`config.mk`:
```
export PLATFORM = sky130hd
export DESIGN_NAME = if_fetch_queue_stage
export DESIGN_NICKNAME = d
export VERILOG_FILES = /design/src/rtl/if_fetch_queue_stage_pkg.sv /design/src/rtl/if_fetch_queue.sv /design/src/rtl/if_fetch_queue_stage.sv
export SDC_FILE = /design/constraint.sdc
export NUM_CORES = 1
export LEC_CHECK = 0
export CAP_MARGIN = 20
export CORE_ASPECT_RATIO = 2
export CORE_MARGIN = 8
export CORE_UTILIZATION = 52
export CTS_CLUSTER_DIAMETER = 60
export DETAILED_ROUTE_END_ITERATION = 8
export PLACE_DENSITY_LB_ADDON = 0.2
export SLEW_MARGIN = 40
export SYNTH_ARGS = -nofsm -noshare
export SYNTH_HDL_FRONTEND = slang
export SYNTH_SLANG_ARGS = --single-unit
```
`constraint.sdc`:
```
create_clock -name clk -period 3.7 [get_ports clk]
set_input_delay 0.37 -clock clk [delete_from_list [all_inputs] [get_ports clk]]
set_output_delay 0.37 -clock clk [all_outputs]
set_load 0.01 [all_outputs]
```
`src/rtl/if_fetch_queue_stage_pkg.sv`:
```
// Shared widths, reset address and entry layout for the fetch-queue IF stage.
package if_fetch_queue_stage_pkg;

    localparam int unsigned IF_TO_ID_BUS_WIDTH = 65;
    localparam int unsigned ID_TO_IF_BUS_WIDTH = 33;
    localparam logic [31:0] RESET_PC_DEFAULT   = 32'h1c000000;

    typedef struct packed {
        logic        pred_taken;
        logic [31:0] pc;
        logic [31:0] inst;
        logic        filled;
    } fq_entry_t;

    function automatic logic [31:0] next_fetch_pc(input logic        taken,
                                                  input logic [31:0] target,
                                                  input logic [31:0] pc);
        return taken ? target : pc + 32'd4;
    endfunction

endpackage

```
`src/rtl/if_fetch_queue.sv`:
```
// In-order circular fetch buffer: entries are allocated at request time and
// filled by responses in the same order; the head is handed to ID once filled.
module if_fetch_queue
    import if_fetch_queue_stage_pkg::*;
#(
    parameter int unsigned QUEUE_DEPTH = 4
) (
    input  logic                          clk,
    input  logic                          resetn,
    input  logic                          flush,
    input  logic                          alloc,
    input  logic                          alloc_taken,
    input  logic [31:0]                   alloc_pc,
    input  logic                          fill,
    input  logic [31:0]                   fill_inst,
    input  logic                          pop,
    output logic [$clog2(QUEUE_DEPTH):0]  occ,
    output logic [$clog2(QUEUE_DEPTH):0]  pend,
    output logic                          head_valid,
    output logic [IF_TO_ID_BUS_WIDTH-1:0] head_bus
);

    localparam int unsigned AW = $clog2(QUEUE_DEPTH);
    localparam int unsigned CW = AW + 1;

    fq_entry_t     entries [QUEUE_DEPTH];
    logic [AW-1:0] alloc_ptr;
    logic [AW-1:0] fill_ptr;
    logic [AW-1:0] head_ptr;
    logic          do_alloc;
    logic          do_fill;
    logic          do_pop;

    assign head_valid = (occ != '0) && entries[head_ptr].filled;
    assign head_bus   = {entries[head_ptr].pred_taken, entries[head_ptr].pc,
                         entries[head_ptr].inst};

    // pend counts allocated-but-unfilled entries, so a fill never lands on a free slot
    assign do_alloc = alloc && !flush && (occ != CW'(QUEUE_DEPTH));
    assign do_fill  = fill && !flush && (pend != '0);
    assign do_pop   = pop && !flush && head_valid;

    always_ff @(posedge clk or negedge resetn) begin
        if (!resetn) begin
            for (int i = 0; i < int'(QUEUE_DEPTH); i++) begin
                entries[i] <= '0;
            end
            alloc_ptr <= '0;
            fill_ptr  <= '0;
            head_ptr  <= '0;
            occ       <= '0;
            pend      <= '0;
        end else if (flush) begin
            for (int i = 0; i < int'(QUEUE_DEPTH); i++) begin
                entries[i].filled <= 1'b0;
            end
            alloc_ptr <= '0;
            fill_ptr  <= '0;
            head_ptr  <= '0;
            occ       <= '0;
            pend      <= '0;
        end else begin
            if (do_alloc) begin
                entries[alloc_ptr] <= '{pred_taken: alloc_taken, pc: alloc_pc,
                                        inst: 32'h0, filled: 1'b0};
                alloc_ptr          <= alloc_ptr + AW'(1);
            end
            if (do_fill) begin
                entries[fill_ptr].inst   <= fill_inst;
                entries[fill_ptr].filled <= 1'b1;
                fill_ptr                 <= fill_ptr + AW'(1);
            end
            if (do_pop) begin
                head_ptr <= head_ptr + AW'(1);
            end
            occ  <= occ + CW'(do_alloc) - CW'(do_pop);
            pend <= pend + CW'(do_alloc) - CW'(do_fill);
        end
    end

endmodule

```
`src/rtl/if_fetch_queue_stage.sv`:
```
// IF stage with pipelined instruction-memory requests and an in-order fetch queue;
// redirects flush the queue and squash responses still owed for old requests.
module if_fetch_queue_stage
    import if_fetch_queue_stage_pkg::*;
#(
    parameter int unsigned QUEUE_DEPTH = 4,
    parameter logic [31:0] RESET_PC    = RESET_PC_DEFAULT
) (
    input  logic                          clk,
    input  logic                          resetn,
    output logic                          inst_req,
    output logic [31:0]                   inst_addr,
    input  logic                          inst_addr_ok,
    input  logic                          inst_data_ok,
    input  logic [31:0]                   inst_rdata,
    output logic [31:0]                   fetch_pc,
    input  logic                          pred_taken,
    input  logic [31:0]                   pred_target,
    input  logic                          redirect_valid,
    input  logic [31:0]                   redirect_pc,
    input  logic                          id_allow_in,
    output logic                          if_to_id_valid,
    output logic [IF_TO_ID_BUS_WIDTH-1:0] if_to_id_bus
);

    localparam int unsigned CW        = $clog2(QUEUE_DEPTH) + 1;
    localparam logic [CW:0] DEPTH_EXT = (CW + 1)'(QUEUE_DEPTH);

    logic [ID_TO_IF_BUS_WIDTH-1:0] id_to_if_bus;
    logic                          redir;
    logic [31:0]                   redir_pc;
    logic [31:0]                   pc_q;
    logic [CW-1:0]                 discard_q;
    logic [CW-1:0]                 occ;
    logic [CW-1:0]                 pend;
    logic [CW:0]                   in_flight;
    logic                          accept;
    logic                          fill;
    logic                          pop;

    assign id_to_if_bus = {redirect_valid, redirect_pc};
    assign redir        = id_to_if_bus[32];
    assign redir_pc     = id_to_if_bus[31:0];

    assign fetch_pc  = pc_q;
    assign inst_addr = pc_q;

    // Squashed-but-owed responses hold slots too, so the queue can never be overrun
    assign in_flight = {1'b0, occ} + {1'b0, discard_q};
    assign inst_req  = resetn && !redir && (in_flight < DEPTH_EXT);
    assign accept    = inst_req && inst_addr_ok;
    assign fill      = inst_data_ok && (discard_q == '0);
    assign pop       = if_to_id_valid && id_allow_in;

    always_ff @(posedge clk or negedge resetn) begin
        if (!resetn) begin
            pc_q      <= RESET_PC;
            discard_q <= '0;
        end else if (redir) begin
            pc_q      <= redir_pc;
            discard_q <= discard_q + pend - CW'(inst_data_ok);
        end else begin
            if (accept) begin
                pc_q <= next_fetch_pc(pred_taken, pred_target, pc_q);
            end
            if (inst_data_ok && (discard_q != '0)) begin
                discard_q <= discard_q - CW'(1);
            end
        end
    end

    if_fetch_queue #(
        .QUEUE_DEPTH (QUEUE_DEPTH)
    ) u_queue (
        .clk         (clk),
        .resetn      (resetn),
        .flush       (redir),
        .alloc       (accept),
        .alloc_taken (pred_taken),
        .alloc_pc    (pc_q),
        .fill        (fill),
        .fill_inst   (inst_rdata),
        .pop         (pop),
        .occ         (occ),
        .pend        (pend),
        .head_valid  (if_to_id_valid),
        .head_bus    (if_to_id_bus)
    );

endmodule

```
==> results of run 1 <==
[logic make-up after synthesis]
family                   count (synthesis)  share of synthesized area, %
flip-flops                             311                         50.89
adder cells (fa/ha/maj)                 23                         2.028
XOR/XNOR                                10                        0.5724
multiplexers                           204                         19.83
AND/OR/NAND/NOR                        334                         9.552
AO/OA/AOI/OAI                          261                         10.84
buffers and inverters                  166                         6.281
[metal layers]
| metal | vias to the layer above | part of all wire (%) | wire, um |
|---|---|---|---|
| li1 | 5036 | - | - |
| met1 | 5770 | 39 | 16580 |
| met2 | 483 | 51 | 21820 |
| met3 | 84 | 7.3 | 3125 |
| met4 | 0 | 3.1 | 1335 |
| met5 | - | 0 | 0 |
[layout make-up]
class	instances	share of cell area, %
multi-input combinational	832	35.51
clock inverter	16	0.8244
inverter	24	0.4865
sequential	311	42.09
tap	364	2.460
antenna	1	0.01351
clock buffer	37	4.352
timing repair buffer	264	14.26
[critical path, cell delays in order (launching register included)]
cell and delay [ns]:
dfrtp_4 0.74, buf_4 0.49, mux4_2 0.60, clkdlybuf4s50_1 0.51
[power by group through the flow]
stage,Sequential (mW),Combinational [mW],Clock [mW]
floorplan,4.06,1.19,0
global placement,4.15,2.07,0
detailed placement,4.19,2.11,0
CTS,4.13,2.13,3.09
global route,4.19,2.25,3.20
finish,4.13,2.10,3.02
[what timing repair did]
action,CTS,global route
hold endpoints to repair,26,0
gates resized for setup,0,0
hold buffers,1,0
[stage by stage]
| stage | cell area [um^2] | utilization, % | std cells | total power [mW] | hold WS (ns) |
|---|---|---|---|---|---|
| 6_report | 18520 | 63.22 | 1849 | 9.250 | 0.2608 |
| 5_1_grt | 18510 | 63.22 | 1848 | 9.643 | 0.2650 |
| 4_1_cts | 18500 | 63.18 | 1848 | 9.343 | 0.2517 |
| 3_5_place_dp | 17530 | 59.87 | 1794 | 6.301 | 0.2405 |
| 3_3_place_gp | 17530 | 59.87 | 1794 | 6.219 | 0.2341 |
| 2_1_floorplan | 15300 | - | 1309 | 5.247 | 0.07441 |
[placed cells by master (no fill, tap or decap), types with 6 or more instances in the layout]
master / netlist / final
a211oi_1: 8 / 8
clkdlybuf4s50_1: 0 / 231
inv_1: 24 / 23
mux2_1: 7 / 7
nand4_1: 11 / 11
o21ai_0: 56 / 56
a31o_2: 6 / 6
buf_4: 44 / 22
mux2_2: 126 / 126
clkbuf_16: 0 / 29
mux4_2: 66 / 66
nor2_1: 37 / 37
o22ai_1: 107 / 107
a21oi_1: 37 / 37
dfrtp_1: 308 / 306
nor3_1: 7 / 7
nand2_1: 233 / 230
ha_1: 20 / 20
clkinv_2: 0 / 7
xnor2_1: 6 / 6
nand3_1: 7 / 7
[how the worst min path moves through the flow]
| stage | slack, ns | start | to | depth (start not counted) |
|---|---|---|---|---|
| after floorplan | 0.07 | resetn | asynchronous set/reset pin | 0 |
| after global placement | 0.23 | resetn | asynchronous set/reset pin | 1 |
| after detailed placement | 0.24 | resetn | asynchronous set/reset pin | 1 |
| after CTS | 0.25 | resetn | asynchronous set/reset pin | 2 |
| after global routing | 0.26 | resetn | asynchronous set/reset pin | 2 |
| final | 0.26 | resetn | asynchronous set/reset pin | 2 |
==> flow_summary.toml, run 1 <==
[global_route]
use_met3_pct = 4.015
grt_max_degree = 69
antenna_found_initial = 0
top_usage_layer = "met2"
grt_pass1_vias = 12210
grt_overflow_total = 0
grt_use_met1_pct = 30.23
grt_usage_pct = 24.12
met2_usage_pct = 40.57
grt_pass1_wl_um = 67410

[timing]
clock_skew_ns = 0.01409
rsz0062_at_grt = "false"
setup_tns_ns = 0
fin_crit_sh_pct = 88.65
finalMaxSlewViolations = 0
final_hold_viol_count = 0
setup_slack_ns = 0.4201
post-route-min-period_ns = 3.280
finalSetupViolCount = 0
tightest_slew_ns = 0.8862
max_slew_margin_pct = 40.46
fmax_mhz = 304.9

[synth]
syn_inst = 1309
syn_nets = 1435
yosysSeqAreaShare_pct = 50.89
ys.flop_type = "dfrtp_1"
ys_ff_latch = 311
yosysMostFrequentCell = "dfrtp_1"
ys_top_cells_by_area = "dfrtp_1 (50%), mux4_2 (9.7%), mux2_2 (9.3%)"
synth_edf_count = 0
yosysUniqueCellTypes = 72
yosysTopAreaCellShare_pct = 50.38
yosys.area.top_type = "dfrtp_1"
synth_warnings = 0
syn_area_mm2 = 0.01530
synth_common_cells = "dfrtp_1 (308), nand2_1 (233), mux2_2 (126)"
async_flop_share_pct = 100.0
syn_avg_cell_area_um2 = 11.69

[power_and_ir_drop]
power_frac_seq_pct = 44.7
p_int_mw = 6.702
pwr-share-comb_pct = 22.7
p_leak_nw = 7.885
powerDensity_mw_per_mm2 = 499.6
peakVddDrop_mv = 0.4630
p_sw_share_pct = 27.54
p_clk_share_pct = 32.6
p_switching_mw = 2.548

[setup_path]
criticalPathCategory = "reg2out"
regToRegEndpoint = "u_queue.entries[200]"
r2r_slack_ns = 0.64
worstPathMaxFanout = 24
start_kind = "flip-flop"
rr_worst_depth = 7
r2r_start = "u_queue.occ[2]"
crit_end = "if_to_id_bus[4]"
crit_start = "u_queue.head_ptr[1]"
worst_setup_path_end_kind = "primary output"
arrival_ns = 2.91
required_ns = 3.33

[clocking]
cts_sinks = 311
htreeDepth = 1
numCtsBuffers = 29
postCtsSetupBuffers = 0
cts_tree = "built"
clk_path_buf_depth = 3
clk_pin_slew_ns = 0.07
root_buffer = "clkbuf_16"
clk_latency_ns = 0.56

[hold_path]
hold_path.class = "in2async"

[job]
max_cap_viol_count = 0

[route]
via_per_inst = 6.151
routedWlPerCell_um = 23.18
drt_iter0_drc = 828
vias = 11370
drc = 0
first_pass_iters = 7
drt-total-wl_um = 42850
ant_nets = 0

[floorplan]
initial_core_util_pct = 52.24
die_x_um = 137.3
core_mm2 = 0.02929
die_area_mm2 = 0.03550
io-pin-count = 234
die_h_um = 258.6
rows = 89

[placed_design]
preCtsSetupSlack_ns = 0.6293
routabilityCongestion = 0.8251
io_buffers = 233
hpwlAfterDp_um = 27300

[cells_and_area]
fill_cells = 2327
area_growth_pct = 21.03
seqCellArea_mm2 = 0.007794
multi_input_area_mm2 = 0.006575
drive_gt1_share_pct = 20.75
layout.nets = 1588

[status]
status = "finished, final reports clean"
Power figures use the tool's default switching activity.
==> run 2, diff against run 1 <==
CORE_MARGIN = 1   (was 8)
==> run 2 against run 1 <==
Compared with the run above: count of clock-buffer cells in the layout grew 6; first-iteration DRC count shrank 14%; critical path depth is the same; combinational power is essentially flat; sequential cell count is the same; clock skew shrank 0.0047 ns; critical path type unchanged; highest routed layer unchanged.
==> flow_summary.toml, run 2 (synthesis results as in run 1) <==
[status]
status = "finished, final reports clean"

[cells_and_area]
layout.nets = 1588
final_common_cell = "dfrtp_1"
stdcell_count = 1843
area_growth_pct = 21.21
drive_gt1_share_pct = 20.50
n_antenna_cell = 0
mostFrequentLayoutCells = "dfrtp_1 (306), clkdlybuf4s50_1 (231), nand2_1 (230)"

[route]
drt_iter0_drc = 712
routedWlPerCell_um = 22.23
ant_nets = 0
vias = 11190
drt-total-wl_um = 40970
via_per_inst = 6.073
drc = 0
first_pass_iters = 5

[global_route]
grt_max_degree = 89
antenna_found_initial = 0
grt_pass1_wl_um = 65010
grt_pass1_vias = 11770
grt_overflow_total = 0
grt_usage_pct = 28.23

[clocking]
cts_sinks = 311
cts_hold_buf = 1
clk_path_buf_depth = 3
cts_tree = "built"
numCtsBuffers = 29
postCtsSetupBuffers = 0
htreeDepth = 1
cts.repair.resized = 0
clk_latency_ns = 0.55
clk_pin_slew_ns = 0.06
root_buffer = "clkbuf_16"

[hold_path]
min-delay-start = "redirect_valid"
holdPathEnd = "u_queue.head_ptr[0]"
hold_path.class = "in2reg"
hold_path_depth = 2

[floorplan]
initial_core_util_pct = 53.04
die_h_um = 244.6
rows = 88
die_x_um = 123.3
core_mm2 = 0.02885
die_area_mm2 = 0.03015
io-pin-count = 234

[timing]
max_slew_margin_pct = 45.03
post-route-min-period_ns = 2.995
rsz0062_at_grt = "false"
clock_skew_ns = 0.009357
setup_tns_ns = 0
final_hold_viol_count = 0
fmax_mhz = 333.8
finalSetupViolCount = 0
tightest_slew_ns = 0.8246
finalMaxSlewViolations = 0
fin_crit_sh_pct = 80.96

[setup_path]
path_delay_family = "buffers and inverters"
path_buf_inv = 2
rr_worst_depth = 8
arrival_ns = 2.63
criticalPathCategory = "reg2out"
worstPathMaxFanout = 67
cpPeakStageDelay_ns = 0.64
r2r_slack_ns = 0.95
path_cells = "buf_12 -> mux4_2 -> clkdlybuf4s50_1"
r2r_start = "u_queue.occ[2]"
start_kind = "flip-flop"
worst_setup_path_end_kind = "primary output"
required_ns = 3.33
critical_path.slowest_cell = "mux4_2"

[power_and_ir_drop]
p_leak_nw = 7.895
peakVddDrop_mv = 0.3859
powerDensity_mw_per_mm2 = 498.8
power_mw = 9.249

[placed_design]
dp_cells = 1790
routabilityCongestion = 0.8765
hpwlAfterDp_um = 26570
io_buffers = 233

[job]
max_cap_viol_count = 0
## run 2: cell count changes in the layout (fill, tap and decap cells not counted), sizes merged
cell / delta
clkbuf: +6
clkinv: -4
clkinvlp: -3
diode: -1
## run 2: worst max-delay path by stage
stage | start | cells past startpoint | endpoint | slack [ns]
after floorplan | u_queue.head_ptr[0] | 13 | u_queue.occ[2] | 1.04
after CTS | u_queue.head_ptr[0] | 3 | if_to_id_bus[56] | 0.65
after global routing | u_queue.head_ptr[0] | 3 | if_to_id_bus[56] | 0.61
after global placement | redirect_valid | 8 | u_queue.entries[32] | 0.95
after detailed placement | redirect_valid | 8 | flip-flop | 0.92
final | u_queue.head_ptr[0] | 3 | if_to_id_bus[56] | 0.70
## run 2: layout make-up
type                       count  area, um^2
inverter                      24       90.09
clock inverter                 9       98.84
clock buffer                  43       848.3
tap                          360       450.4
sequential                   311        7794
timing repair buffer         264        2683
fill                        2241       10300
multi-input combinational    832        6580
## run 2: per-stage QoR
stage                     worst slack [ns]  cell area [um^2]  hold slack [ns]  util [%]
after detailed placement            0.9176             17580           0.4619     60.95
after floorplan                      1.042             15300          0.07441         -
final                               0.7045             18540           0.2622     64.28
after global placement              0.9481             17550           0.4624     60.83
after CTS                           0.6507             18540           0.2416     64.27
after global routing                0.6142             18540           0.2874     64.28
## run 2: per-layer routing
metal / routed length, um / vias to the layer above / part of all wire [%] / GRT usage (%)
met3: 2355 / 68 / 5.7 / 4.035
met4: 1349 / 0 / 3.3 / 11.48
met2: 21980 / 424 / 54 / 49.38
met5: 0 / - / 0 / 0
li1: - / 5021 / - / -
met1: 15280 / 5679 / 37 / 34.36
## run 2: where the power goes
| group | internal (mW) | total (mW) | switching, mW |
|---|---|---|---|
| sequential | 3.79 | 4.16 | 0.372 |
| clock | 1.72 | 2.99 | 1.28 |
| combinational | 1.23 | 2.09 | 0.864 |
